--- config.mk ---
export PLATFORM = sky130hd
export DESIGN_NAME = mandelbrot_cfg_sequencer
export DESIGN_NICKNAME = d
export VERILOG_FILES = /design/src/rtl/mandelbrot_cfg_sequencer_pkg.sv /design/src/rtl/mandelbrot_cfg_sequencer_shifter.sv /design/src/rtl/mandelbrot_cfg_sequencer.sv
export SDC_FILE = /design/constraint.sdc
export NUM_CORES = 1
export LEC_CHECK = 0
export BUFFER_PORTS_ARGS = -buffer_cell sky130_fd_sc_hd__buf_2
export CORE_MARGIN = 2
export CORE_UTILIZATION = 55
export CTS_BUF_LIST = sky130_fd_sc_hd__clkbuf_16
export DETAILED_ROUTE_END_ITERATION = 10
export HOLD_SLACK_MARGIN = 0.05
export PLACE_DENSITY = 0.75
export SLEW_MARGIN = 40
export SYNTH_ARGS = -nofsm -noshare
export SYNTH_HDL_FRONTEND = slang
export SYNTH_HIERARCHICAL = 1
export SYNTH_SLANG_ARGS = --single-unit
--- constraint.sdc ---
create_clock -name clk -period 7.2 [get_ports clk]
set_clock_uncertainty 0.05 [all_clocks]
set_input_delay 1.8 -clock clk [delete_from_list [all_inputs] [get_ports clk]]
set_output_delay 1.8 -clock clk [all_outputs]
set_load 0.005 [all_outputs]
--- src/rtl/mandelbrot_cfg_sequencer_pkg.sv ---
// Shared constants, preset table and FSM state type for the tinymandelbrot
// serial configuration master.
package mandelbrot_cfg_pkg;

  localparam int unsigned CFG_W_DEF = 33;
  localparam int unsigned PRESET_N  = 8;

  localparam logic [32:0] PRESET [PRESET_N] = '{
    33'h03CF10404, 33'h07DF10404, 33'h0FEF10404, 33'h1FFF10404,
    33'h03CF10404, 33'h07CF10404, 33'h0FCF10404, 33'h1FCF10404
  };

  typedef enum logic [2:0] {
    ST_IDLE,
    ST_LOAD,
    ST_SETUP,
    ST_HIGH,
    ST_LOW,
    ST_TRAIL
  } cfg_state_e;

  function automatic logic [32:0] preset_word(input logic [2:0] idx);
    return PRESET[idx];
  endfunction

endpackage

--- src/rtl/mandelbrot_cfg_sequencer_shifter.sv ---
// Shift register, sclk half-period divider and bit counter for one config
// frame; sequenced entirely by the controlling FSM.
module cfg_shifter
  import mandelbrot_cfg_pkg::*;
#(
  parameter int unsigned CFG_W    = CFG_W_DEF,
  parameter int unsigned SCLK_DIV = 1
) (
  input  logic             clk,
  input  logic             rst_n,
  input  logic             load,
  input  logic [CFG_W-1:0] word,
  input  logic             run,
  input  logic             shift,
  input  logic             advance,
  output logic             sdata,
  output logic             half_done,
  output logic             last_bit
);

  localparam int unsigned DIV_W = $clog2(SCLK_DIV + 1);

  logic [DIV_W-1:0] div_cnt;
  logic [5:0]       bit_ctr;
  logic [CFG_W-1:0] sr;

  assign half_done = run && (div_cnt == DIV_W'(SCLK_DIV - 1));
  assign last_bit  = (bit_ctr == 6'(CFG_W - 1));
  assign sdata     = sr[0];

  always_ff @(posedge clk or negedge rst_n) begin
    if (!rst_n) begin
      div_cnt <= '0;
      bit_ctr <= '0;
      sr      <= '0;
    end else begin
      if (!run || half_done) div_cnt <= '0;
      else                   div_cnt <= div_cnt + DIV_W'(1);

      if (load) begin
        sr      <= word;
        bit_ctr <= '0;
      end else begin
        if (shift)   sr      <= {1'b0, sr[CFG_W-1:1]};
        if (advance) bit_ctr <= bit_ctr + 6'd1;
      end
    end
  end

endmodule

--- src/rtl/mandelbrot_cfg_sequencer.sv ---
// Serial config master: sends either a host word or the next preset over the
// cfg_en/cfg_sclk/cfg_sdata port, LSB first. Host word wins over a preset request.
module mandelbrot_cfg_sequencer
  import mandelbrot_cfg_pkg::*;
#(
  parameter int unsigned CFG_W    = CFG_W_DEF,
  parameter int unsigned SCLK_DIV = 1,
  parameter int unsigned N_PRESET = 8
) (
  input  logic                        clk,
  input  logic                        rst_n,
  input  logic                        next_i,
  input  logic                        cfg_valid,
  input  logic [CFG_W-1:0]            cfg_data,
  output logic                        cfg_ready,
  output logic                        cfg_en,
  output logic                        cfg_sclk,
  output logic                        cfg_sdata,
  output logic                        busy,
  output logic                        done,
  output logic [$clog2(N_PRESET)-1:0] preset_idx
);

  localparam int unsigned IDX_W = $clog2(N_PRESET);

  cfg_state_e       state;
  logic             next_q;
  logic             is_preset;
  logic [CFG_W-1:0] word_q;
  logic             next_edge;
  logic             half_done;
  logic             last_bit;
  logic             sh_load;
  logic             sh_run;
  logic             sh_shift;
  logic             sh_adv;

  assign next_edge = next_i & ~next_q;
  assign cfg_ready = (state == ST_IDLE);

  // The word shifts as sclk falls, so sdata only moves while sclk is low
  // and stays stable across every high phase.
  assign sh_load  = (state == ST_LOAD);
  assign sh_run   = state inside {ST_SETUP, ST_HIGH, ST_LOW};
  assign sh_shift = (state == ST_HIGH) && half_done;
  assign sh_adv   = (state == ST_LOW) && half_done && !last_bit;

  cfg_shifter #(
    .CFG_W    (CFG_W),
    .SCLK_DIV (SCLK_DIV)
  ) u_shifter (
    .clk       (clk),
    .rst_n     (rst_n),
    .load      (sh_load),
    .word      (word_q),
    .run       (sh_run),
    .shift     (sh_shift),
    .advance   (sh_adv),
    .sdata     (cfg_sdata),
    .half_done (half_done),
    .last_bit  (last_bit)
  );

  always_ff @(posedge clk or negedge rst_n) begin
    if (!rst_n) begin
      state      <= ST_IDLE;
      next_q     <= 1'b1;
      is_preset  <= 1'b0;
      word_q     <= '0;
      cfg_en     <= 1'b0;
      cfg_sclk   <= 1'b0;
      busy       <= 1'b0;
      done       <= 1'b0;
      preset_idx <= '0;
    end else begin
      next_q <= next_i;
      done   <= 1'b0;
      unique case (state)
        ST_IDLE: begin
          if (cfg_valid) begin
            word_q    <= cfg_data;
            is_preset <= 1'b0;
            busy      <= 1'b1;
            state     <= ST_LOAD;
          end else if (next_edge) begin
            word_q    <= CFG_W'(preset_word(3'(preset_idx)));
            is_preset <= 1'b1;
            busy      <= 1'b1;
            state     <= ST_LOAD;
          end
        end
        ST_LOAD: begin
          cfg_en <= 1'b1;
          state  <= ST_SETUP;
        end
        ST_SETUP: begin
          if (half_done) begin
            cfg_sclk <= 1'b1;
            state    <= ST_HIGH;
          end
        end
        ST_HIGH: begin
          if (half_done) begin
            cfg_sclk <= 1'b0;
            state    <= ST_LOW;
          end
        end
        ST_LOW: begin
          if (half_done) begin
            if (last_bit) begin
              cfg_en <= 1'b0;
              state  <= ST_TRAIL;
            end else begin
              cfg_sclk <= 1'b1;
              state    <= ST_HIGH;
            end
          end
        end
        ST_TRAIL: begin
          if (is_preset) preset_idx <= preset_idx + IDX_W'(1);
          busy  <= 1'b0;
          done  <= 1'b1;
          state <= ST_IDLE;
        end
        default: state <= ST_IDLE;
      endcase
    end
  end

endmodule

# Word-level counts from Yosys, hierarchy flattened
# Memories as Yosys holds them, arrays and structs flattened.
# Cells that the tools add are included.
dict set report word_totals {
  register_bits 85
  latch_bits 0
  ram_bits 0
  mem_bits_ro 264
  word_cells 82
  mem_count 1
}
# memory depth word_bits rd rd_clocked_by_memory_dff wr line
set mem_list {}
lappend mem_list {{(name not given)} 8 33 1 0 0 mandelbrot_cfg_sequencer_pkg.sv:23} ;# return PRESET[idx];
dict set report op_classes {
  add_sub_neg 3
  n_mul 0
  div_mod_pow 0
  magnitude_cmp 1
  eq_ne 12
  shifts 0
  n_mux 29
  bitwise 4
  reduce_logical 20
}
# cell n
set op_table {}
lappend op_table {{2-to-1 mux 33 bit} 6}
lappend op_table {{2-to-1 mux 3 bit} 6}
lappend op_table {{case mux 3 bit (5 select lines)} 1}
lappend op_table {{2-to-1 mux 6 bit} 2}
lappend op_table {{2-to-1 mux 1 bit} 11}
lappend op_table {{inequality test 2 bit (second input constant)} 5}
lappend op_table {{nonzero test 2 bit} 5}
lappend op_table {{adder 6 x 1 -> 6 bit (second input constant)} 1}
lappend op_table {{== test 3 x 2 -> 1 bit (second input constant)} 2}
lappend op_table {{== test 3 bit (second input constant)} 2}
lappend op_table {{== test 6 bit (second input constant)} 1}
lappend op_table {{AND reduction 2 bit} 3}
lappend op_table {{AND reduction 5 bit} 1}
lappend op_table {{greater-or-equal comparator 4 bit (second input constant)} 1}
lappend op_table {{logical AND 1 bit} 4}
lappend op_table {{inverter 3 -> 4 bit} 1}
lappend op_table {{case mux 1 bit (2 select lines)} 2}
lappend op_table {{AND reduction 4 bit} 1}
lappend op_table {{adder 3 x 1 -> 3 bit (second input constant)} 1}
lappend op_table {{== test 3 x 1 -> 1 bit (second input constant)} 1}
lappend op_table {{zero test 3 bit} 1}
lappend op_table {{inequality test 3 x 2 -> 1 bit (second input constant)} 1}
lappend op_table {{case mux 1 bit (3 select lines)} 1}
lappend op_table {{AND reduction 3 bit} 1}
lappend op_table {{other kinds (6)} 8}

# Longest topological paths before layout
# Gate-level depths: netlist of run 1.
dict set report depth {
  ltp_word 7
  ltp_mapped 11
  ltp_nobuf 9
}

# Modules after synthesis
# Netlist of run 1, hierarchy kept.
# mod n_inst cells_each area_per_inst_um2 seq_area_each_um2
set by_module_without_submodules {}
lappend by_module_without_submodules {mandelbrot_cfg_sequencer 1 148 1919.3 1127.3}
lappend by_module_without_submodules {cfg_shifter 1 176 1833.0 1001.0}

# Worst setup path before layout of run 1
# No wires, ideal clock.
dict set report synth_path {
  path_type {in2reg}
  start {in cfg_valid}
  end {reg word_q[11]}
  setup_time_ns 0.065
  t_arrival_ns 2.741
  required_ns 7.085
  path_slack_ns 4.344
  stages 4
  path_buffers 2
  cell_sequence {buf_2 nor4b_4 buf_2 a22o_1}
}
dict set report synth_via {
  elab_chain_cells 2
  elab_cells_between_ends 3
}
# element line
set synth_rtl {}
lappend synth_rtl {{start, declared} mandelbrot_cfg_sequencer.sv:13} ;# input logic cfg_valid,
lappend synth_rtl {{nonzero test 2 bit (no source line)} n/a}
lappend synth_rtl {{AND reduction 2 bit (no source line)} n/a}
lappend synth_rtl {{end signal, assigned} mandelbrot_cfg_sequencer.sv:81} ;# word_q <= cfg_data;
lappend synth_rtl {{end signal, assigned} mandelbrot_cfg_sequencer.sv:86} ;# word_q <= CFG_W'(preset_word(3'(preset_idx)));
lappend synth_rtl {{end, declared} mandelbrot_cfg_sequencer.sv:29} ;# logic [CFG_W-1:0] word_q;
# Several ways; a longest one is shown, not always the timed one.
# A chain may end at the register's enable or synchronous reset.

# Worst setup path in the final report of run 1
dict set report layout_path {
  start {reg state[2]}
  end {out cfg_ready}
}
dict set report layout_via {
  elab_chain_cells 1
}
# element line
set layout_rtl {}
lappend layout_rtl {{start, declared} mandelbrot_cfg_sequencer.sv:26} ;# cfg_state_e state;
lappend layout_rtl {{start signal, assigned} mandelbrot_cfg_sequencer.sv:66} ;# state <= ST_IDLE;
lappend layout_rtl {{start signal, assigned} mandelbrot_cfg_sequencer.sv:84} ;# state <= ST_LOAD;
lappend layout_rtl {{start signal, assigned} mandelbrot_cfg_sequencer.sv:89} ;# state <= ST_LOAD;
lappend layout_rtl {{zero test 3 bit} mandelbrot_cfg_sequencer.sv:39} ;# assign cfg_ready = (state == ST_IDLE);
lappend layout_rtl {{end, declared} mandelbrot_cfg_sequencer.sv:15} ;# output logic cfg_ready,
# Every way passes these cells.

==> flow_summary_export.csv, run 1 <==
group,metric,value,unit
logic_synthesis,avgSynthCellArea,11.6,sq um
sta,period_share,49.0,%
clock_network,cts.sinks,85,
cells_and_area,fin_nets,402,
critical_path,path_max_fanout,17,
power_and_ir_drop,pwr_density_cell,393,nW/um^2
critical_path,cpMaxStageDelayCell,"dfrtp_1",
clock_network,cts_buffers,9,
critical_path,path_buf_inv,1,
floorplan,start_util,56.2,%
clock_network,ctsResizeCount,0,
cells_and_area,n_fill_cell,550,
hold_path,hold_path.class,"flop to flop",
sta,worst_slack,3.67,ns
power_and_ir_drop,fin_total_pwr,1.68,mW
critical_path,endpoint,"cfg_ready",
logic_synthesis,synth_flop_cell,"dfrtp_1",
route,first_pass_iters,4,
floorplan,die_x,86.6,microns
logic_synthesis,synth_fa_ha_area_share,1.33,%
logic_synthesis,synth_nets,365,
route,via_per_inst,5.58,
floorplan,die_area,7500,sq um
critical_path,crit_path_cell_trace,"nor3_4 -> buf_2",
placed_design,numPortBuffers,45,
logic_synthesis,synthMuxAreaShare,10.9,%
critical_path,cpPeakStageDelay,0.61,ns
grt,grt_pass1_vias,2462,
sta,rsz0062_at_grt,"false",
critical_path,worstSetupPathDepth,2,
logic_synthesis,synth_top_family_by_area,"compound AO/OA/AOI/OAI gates",
grt,grt.overflow.total,0,
hold_path,hold_start,"word_q[8]",
logic_synthesis,synthXorXnorAreaFrac,1.63,%
clock_network,cts_setup_buffers,0,
sta,hold_viol,0,
placed_design,post-dp-hpwl,4430,microns
critical_path,r2r-start,"state[0]",
cells_and_area,layout-drive-gt1-share,21.0,%
floorplan,dieHeight,86.6,microns
critical_path,path_delay_family,"flip-flops",
sta,worst_pin_slew,0.650,ns
critical_path,r2r_slack,4.23,ns
critical_path,end_kind,"primary output",
sta,fin_crit,3.53,ns
grt,grt_pass1_wl,11900,microns
sta,holdWs,0.429,ns
logic_synthesis,synth_edf_count,0,
logic_synthesis,synth.cell_area,3750,sq um
cells_and_area,diodes,0,
logic_synthesis,synth_cell_types,40,
power_and_ir_drop,ir_worst_vdd,318,uV
clock_network,ctsHoldBuffers,0,
grt,grt_max_degree,86,
logic_synthesis,asyncSetResetFlopFracSynth,100,%
clock_network,clk-insertion-delay-late,0.33,ns
run_status,outcome,"finished clean",
sta,setup_tns,0,ns
sta,setup_violations,0,
grt,grt_usage,20.6,%
power_and_ir_drop,leakage,1.86,nW
logic_synthesis,syn_inst,324,
cells_and_area,syn2layout_area_growth,13.9,%
floorplan,pin_count,46,
placed_design,gp_congestion,0.762,
clock_network,cts_max_level,3,
floorplan,rows,30,
route,wl_per_cell,15.7,microns
sta,fmax,284,MHz
clock_network,cts_tree,"built",
hold_path,hold-path-cell-count,2,
sta,drv_slew,0,
logic_synthesis,synth-compound-area-share,14.0,%
clock_network,cts_buffer_depth,2,
route,drc_errors,0,
logic_synthesis,ys_ff_latch,85,
route,ant_nets,0,
logic_synthesis,synthSimpleGateAreaFrac,10.9,%
critical_path,worst_r2r_path_depth,9,
critical_path,worstSetupStartpoint,"state[2]",
critical_path,start_kind,"flop",
route,drt_iter0_drc,205,
clock_network,cts-root-buf,"clkbuf_16",
critical_path,worstSetupPathType,"flop to primary output",
critical_path,crit_required,5.35,ns
sta,maxSlewHeadroom,56.6,%
route,drt_wl_total,7010,microns
grt,antenna_found_initial,0,
route,vias,2490,
logic_synthesis,ys_warn_count,6,
critical_path,cp_data_arrival_time,1.68,ns
clock_network,clk_pin_slew,0.06,ns
floorplan,core_area,6680,sq um
critical_path,r2r-end,"u_shifter/sr[23]",
placed_design,dp_slack,3.89,ns
logic_synthesis,seq_area_frac_synth,56.7,%
flow_run,max-cap-violations,0,
==> cell families (layout without fill, tap and decap cells) <==
family                     count (synthesis)  after routing
AOI/OAI and AO/OA                         79             79
xor gates and xnor gates                   7              7
adders and majority gates                  4              4
buffers and inverters                     28             70
DFF                                       85             85
muxes                                     40             40
other                                      1              1
and+or+nand+nor                           80             80
==> Yosys cell counts (all sizes together) (2+ instances only) <==
cell type,number,area (sq um)
nand3b,7,52.6
nand3,3,15.0
nand2,44,165
xnor2,4,35.0
o21ai,40,211
nand4,3,25.0
xor2,3,26.3
o21a,7,52.6
a21oi,3,15.0
mux2i,33,330
nor2b,5,31.3
buf,12,103
o31ai,3,22.5
nor2,9,33.8
nor4b,2,32.5
inv,6,22.5
ha,4,50.1
mux2,7,78.8
o311ai,2,17.5
a22o,17,149
dfrtp,84,2100
o22a,5,43.8
clkbuf,10,37.5
==> routing by layer <==
metal / vias to the layer above / share of wire (%) / global-route usage, % / routed length (microns)
met5: - / 0 / 0 / 0
met1: 1226 / 48 / 28.5 / 3350
met4: 0 / 0.77 / 5.82 / 54
met2: 48 / 47 / 31.7 / 3260
li1: 1211 / - / - / -
met3: 5 / 4.8 / 6.38 / 337
==> where the power goes <==
part           leakage (nW)  switching [mW]  total [mW]  internal (mW)
combinational         0.660           0.226       0.443          0.217
sequential             1.06           0.131       0.791          0.660
clock                 0.135           0.179       0.445          0.266
total                  1.86           0.537        1.68           1.14
==> stage by stage <==
stage / util, % / cells / area (sq um)
after floorplan: - / 324 / 3750
after global placement: 59.4 / 429 / 3970
after detailed placement: 59.6 / 430 / 3980
after CTS: 63.9 / 446 / 4270
after global routing: 64.0 / 446 / 4270
final: 64.0 / 446 / 4270
==> worst min-delay path by stage <==
stage / end
floorplan: u_shifter/sr[24]
global placement: u_shifter/sr[29]
detailed placement: u_shifter/sr[8]
CTS: u_shifter/sr[8]
global route: u_shifter/sr[29]
finish: u_shifter/sr[8]
==> flip-flops by register name, indices dropped and copies added, names as in the netlist <==
signal	flops
u_shifter/sr	33
word_q	33
u_shifter/bit_ctr	6
preset_idx	3
state	3
busy	1
cfg_en	1
cfg_sclk	1
done	1
is_preset	1
next_q	1
u_shifter/div_cnt	1
==> worst min-delay path: cells and delay by family (launching register included) <==
kind	cells	cell delay [ns]
simple gates	1	0.05
flops	1	0.34
compound gates	1	0.06
==> layout make-up <==
type / count / area, sq um / area share [%]
clock buffers: 9 / 225 / 5.27
clock inverters: 7 / 66.3 / 1.55
inverters: 6 / 22.5 / 0.527
multi-input cells: 211 / 1470 / 34.5
flip-flops and latches: 85 / 2130 / 49.8
well taps: 80 / 100 / 2.34
repair buffers: 48 / 256 / 6.00
==> layout by cell type (no fill, tap or decap), types with 4 or more instances in the layout <==
master | netlist | layout
o22a_1 | 5 | 5
xnor2_1 | 4 | 4
mux2i_1 | 33 | 33
dfrtp_1 | 84 | 84
clkbuf_16 | 0 | 9
o21ai_0 | 39 | 39
nand2_1 | 44 | 44
nor2b_1 | 5 | 4
ha_1 | 4 | 4
a22o_1 | 17 | 17
nand3b_1 | 7 | 7
nor2_1 | 9 | 9
inv_1 | 6 | 6
o21a_1 | 7 | 7
buf_2 | 4 | 44
mux2_2 | 7 | 7
Note: power is estimated with default switching activity, not from simulation.
==> run 2: changes to the inputs <==
==> constraint.sdc (replaced) <==
create_clock -name clk -period 3.7 [get_ports clk]
set_clock_uncertainty 0.05 [all_clocks]
set_input_delay 0.925 -clock clk [delete_from_list [all_inputs] [get_ports clk]]
set_output_delay 0.925 -clock clk [all_outputs]
set_load 0.005 [all_outputs]
==> run 2 against run 1 <==
Worst setup slack got worse by 2.9 ns. Clock power rose by 89%. First-iteration DRC count fell by 28%. Non-clock buffer count rose by 3. Flip-flop and latch count did not move. Combinational power rose by 100%. Critical path depth rose by 7. Largest cell class unchanged.
==> flow_summary_export.csv, run 2 (synthesis results as in run 1) <==
group,metric,value,unit
sta,fmax,343,MHz
clock_network,clk_pin_slew,0.06,ns
critical_path,start_kind,"flop",
cells_and_area,diodes,0,
placed_design,placedCellCount,432,
cells_and_area,fin_nets,405,
sta,setup_violations,0,
clock_network,cts-root-buf,"clkbuf_16",
grt,top_usage_layer,"met2",
cells_and_area,syn2layout_area_growth,14.5,%
cells_and_area,seqCellArea,2130,sq um
clock_network,ctsResizeCount,0,
critical_path,worst_r2r_path_depth,9,
clock_network,cts_buffers,9,
flow_run,max-cap-violations,0,
clock_network,clk-insertion-delay-late,0.33,ns
clock_network,cts_tree,"built",
route,wl_per_cell,16.1,microns
sta,period_share,78.8,%
cells_and_area,layout_common_cells,"84 x dfrtp_1, 44 x nand2_1, 44 x buf_2, 39 x o21ai_0, 33 x mux2i_1",
sta,hold_viol,0,
grt,met2_usage,32.4,%
placed_design,post-dp-hpwl,4670,microns
clock_network,cts_setup_buffers,0,
cells_and_area,multi_input_area,1470,sq um
floorplan,dieHeight,86.6,microns
placed_design,gp_congestion,0.759,
hold_path,hold_path.class,"input pin to async pin",
clock_network,cts_buffer_depth,2,
cells_and_area,final_common_cell,"dfrtp_1",
run_status,outcome,"finished clean",
route,vias,2532,
sta,setup_tns,0,ns
placed_design,dp_slack,0.805,ns
placed_design,numPortBuffers,45,
critical_path,r2r_slack,0.78,ns
cells_and_area,fin_cells,448,
grt,grt_pass1_wl,12200,microns
clock_network,ctsHoldBuffers,0,
clock_network,cts.sinks,85,
sta,drv_slew,0,
sta,maxSlewHeadroom,47.5,%
power_and_ir_drop,leakage,1.89,nW
critical_path,crit_required,3.82,ns
grt,grt_max_degree,86,
critical_path,end_kind,"flop",
floorplan,pin_count,46,
route,via_per_inst,5.65,
sta,worst_pin_slew,0.786,ns
route,first_pass_iters,4,
grt,use_met3,4.00,%
power_and_ir_drop,pwr_density_cell,760,nW/um^2
sta,worst_slack,0.784,ns
grt,grt_pass1_vias,2500,
route,drc_errors,0,
critical_path,r2r-end,"u_shifter/sr[10]",
critical_path,worstSetupPathType,"flop to flop",
floorplan,rows,30,
cells_and_area,largestRegisters,"u_shifter/sr (33), word_q (33), u_shifter/bit_ctr (6)",
sta,rsz0062_at_grt,"false",
floorplan,start_util,56.2,%
sta,fin_crit,2.92,ns
grt,globalRouteMet1Util,30.0,%
critical_path,r2r-start,"state[0]",
floorplan,die_x,86.6,microns
clock_network,cts_max_level,3,
cells_and_area,n_fill_cell,539,
route,drt_wl_total,7230,microns
floorplan,die_area,7500,sq um
cells_and_area,layout-drive-gt1-share,20.4,%
critical_path,cp_data_arrival_time,3.03,ns
grt,antenna_found_initial,0,
floorplan,core_area,6680,sq um
critical_path,path_max_fanout,34,
grt,grt.overflow.total,0,
route,drt_iter0_drc,147,
power_and_ir_drop,fin_total_pwr,3.26,mW
route,ant_nets,0,
grt,grt_usage,21.2,%
power_and_ir_drop,ir_worst_vdd,441,uV
cells_and_area,post-route-util,64.3,%
run 2: cell count changes in the layout (fill, tap and decap cells not counted):
cell and delta:
buf_16 +1, clkinv_1 +1, clkinv_2 -2, inv_1 +3, clkbuf_8 -1, buf_6 +1, buf_4 +2, clkinvlp_4 -3
run 2: cell type report:
| cell class | instances | share of cell area (%) |
|---|---|---|
| clock buffers | 9 | 5.24 |
| clock inverters | 6 | 1.14 |
| inverters | 6 | 0.524 |
| multi-input cells | 211 | 34.3 |
| flip-flops and latches | 85 | 49.5 |
| well taps | 80 | 2.33 |
| repair buffers | 51 | 6.90 |
run 2: worst max-delay path by stage:
| stage | from | to | slack [ns] | cells after the start |
|---|---|---|---|---|
| floorplan | state[1] | u_shifter/bit_ctr[5] | 1.27 | 10 |
| global placement | state[0] | u_shifter/sr[20] | 1.01 | 9 |
| detailed placement | state[0] | u_shifter/sr[27] | 0.80 | 9 |
| CTS | state[0] | u_shifter/sr[10] | 0.79 | 9 |
| global route | state[0] | u_shifter/sr[10] | 0.59 | 9 |
| finish | state[0] | u_shifter/sr[10] | 0.78 | 9 |
run 2: where the power goes:
group	internal, mW	switching [mW]
Clock	0.507	0.332
Combinational	0.432	0.454
Sequential	1.28	0.255
run 2: per-layer routing:
layer,vias to the layer above,share of wire [%]
li1,1230,-
met5,-,0
met3,10,2.9
met1,1254,48
met2,38,48
met4,0,1.7
run 2: metrics by stage:
step	instance area [sq um]	hold slack [ns]
3_5_place_dp	3990	0.428
2_1_floorplan	3750	0.399
4_1_cts	4270	0.439
3_3_place_gp	3980	0.419
6_report	4300	0.412
5_1_grt	4300	0.435
run 2: worst max-delay path, stage by stage (launching register included):
cell     delay, ns
dfrtp_1       0.52
nor2_1        0.30
nand2_1       0.11
o21ai_0       0.10
nor2b_1       0.40
nand2_1       0.18
nor3b_2       0.21
buf_4         0.48
mux2i_1       0.26
o21ai_0       0.11
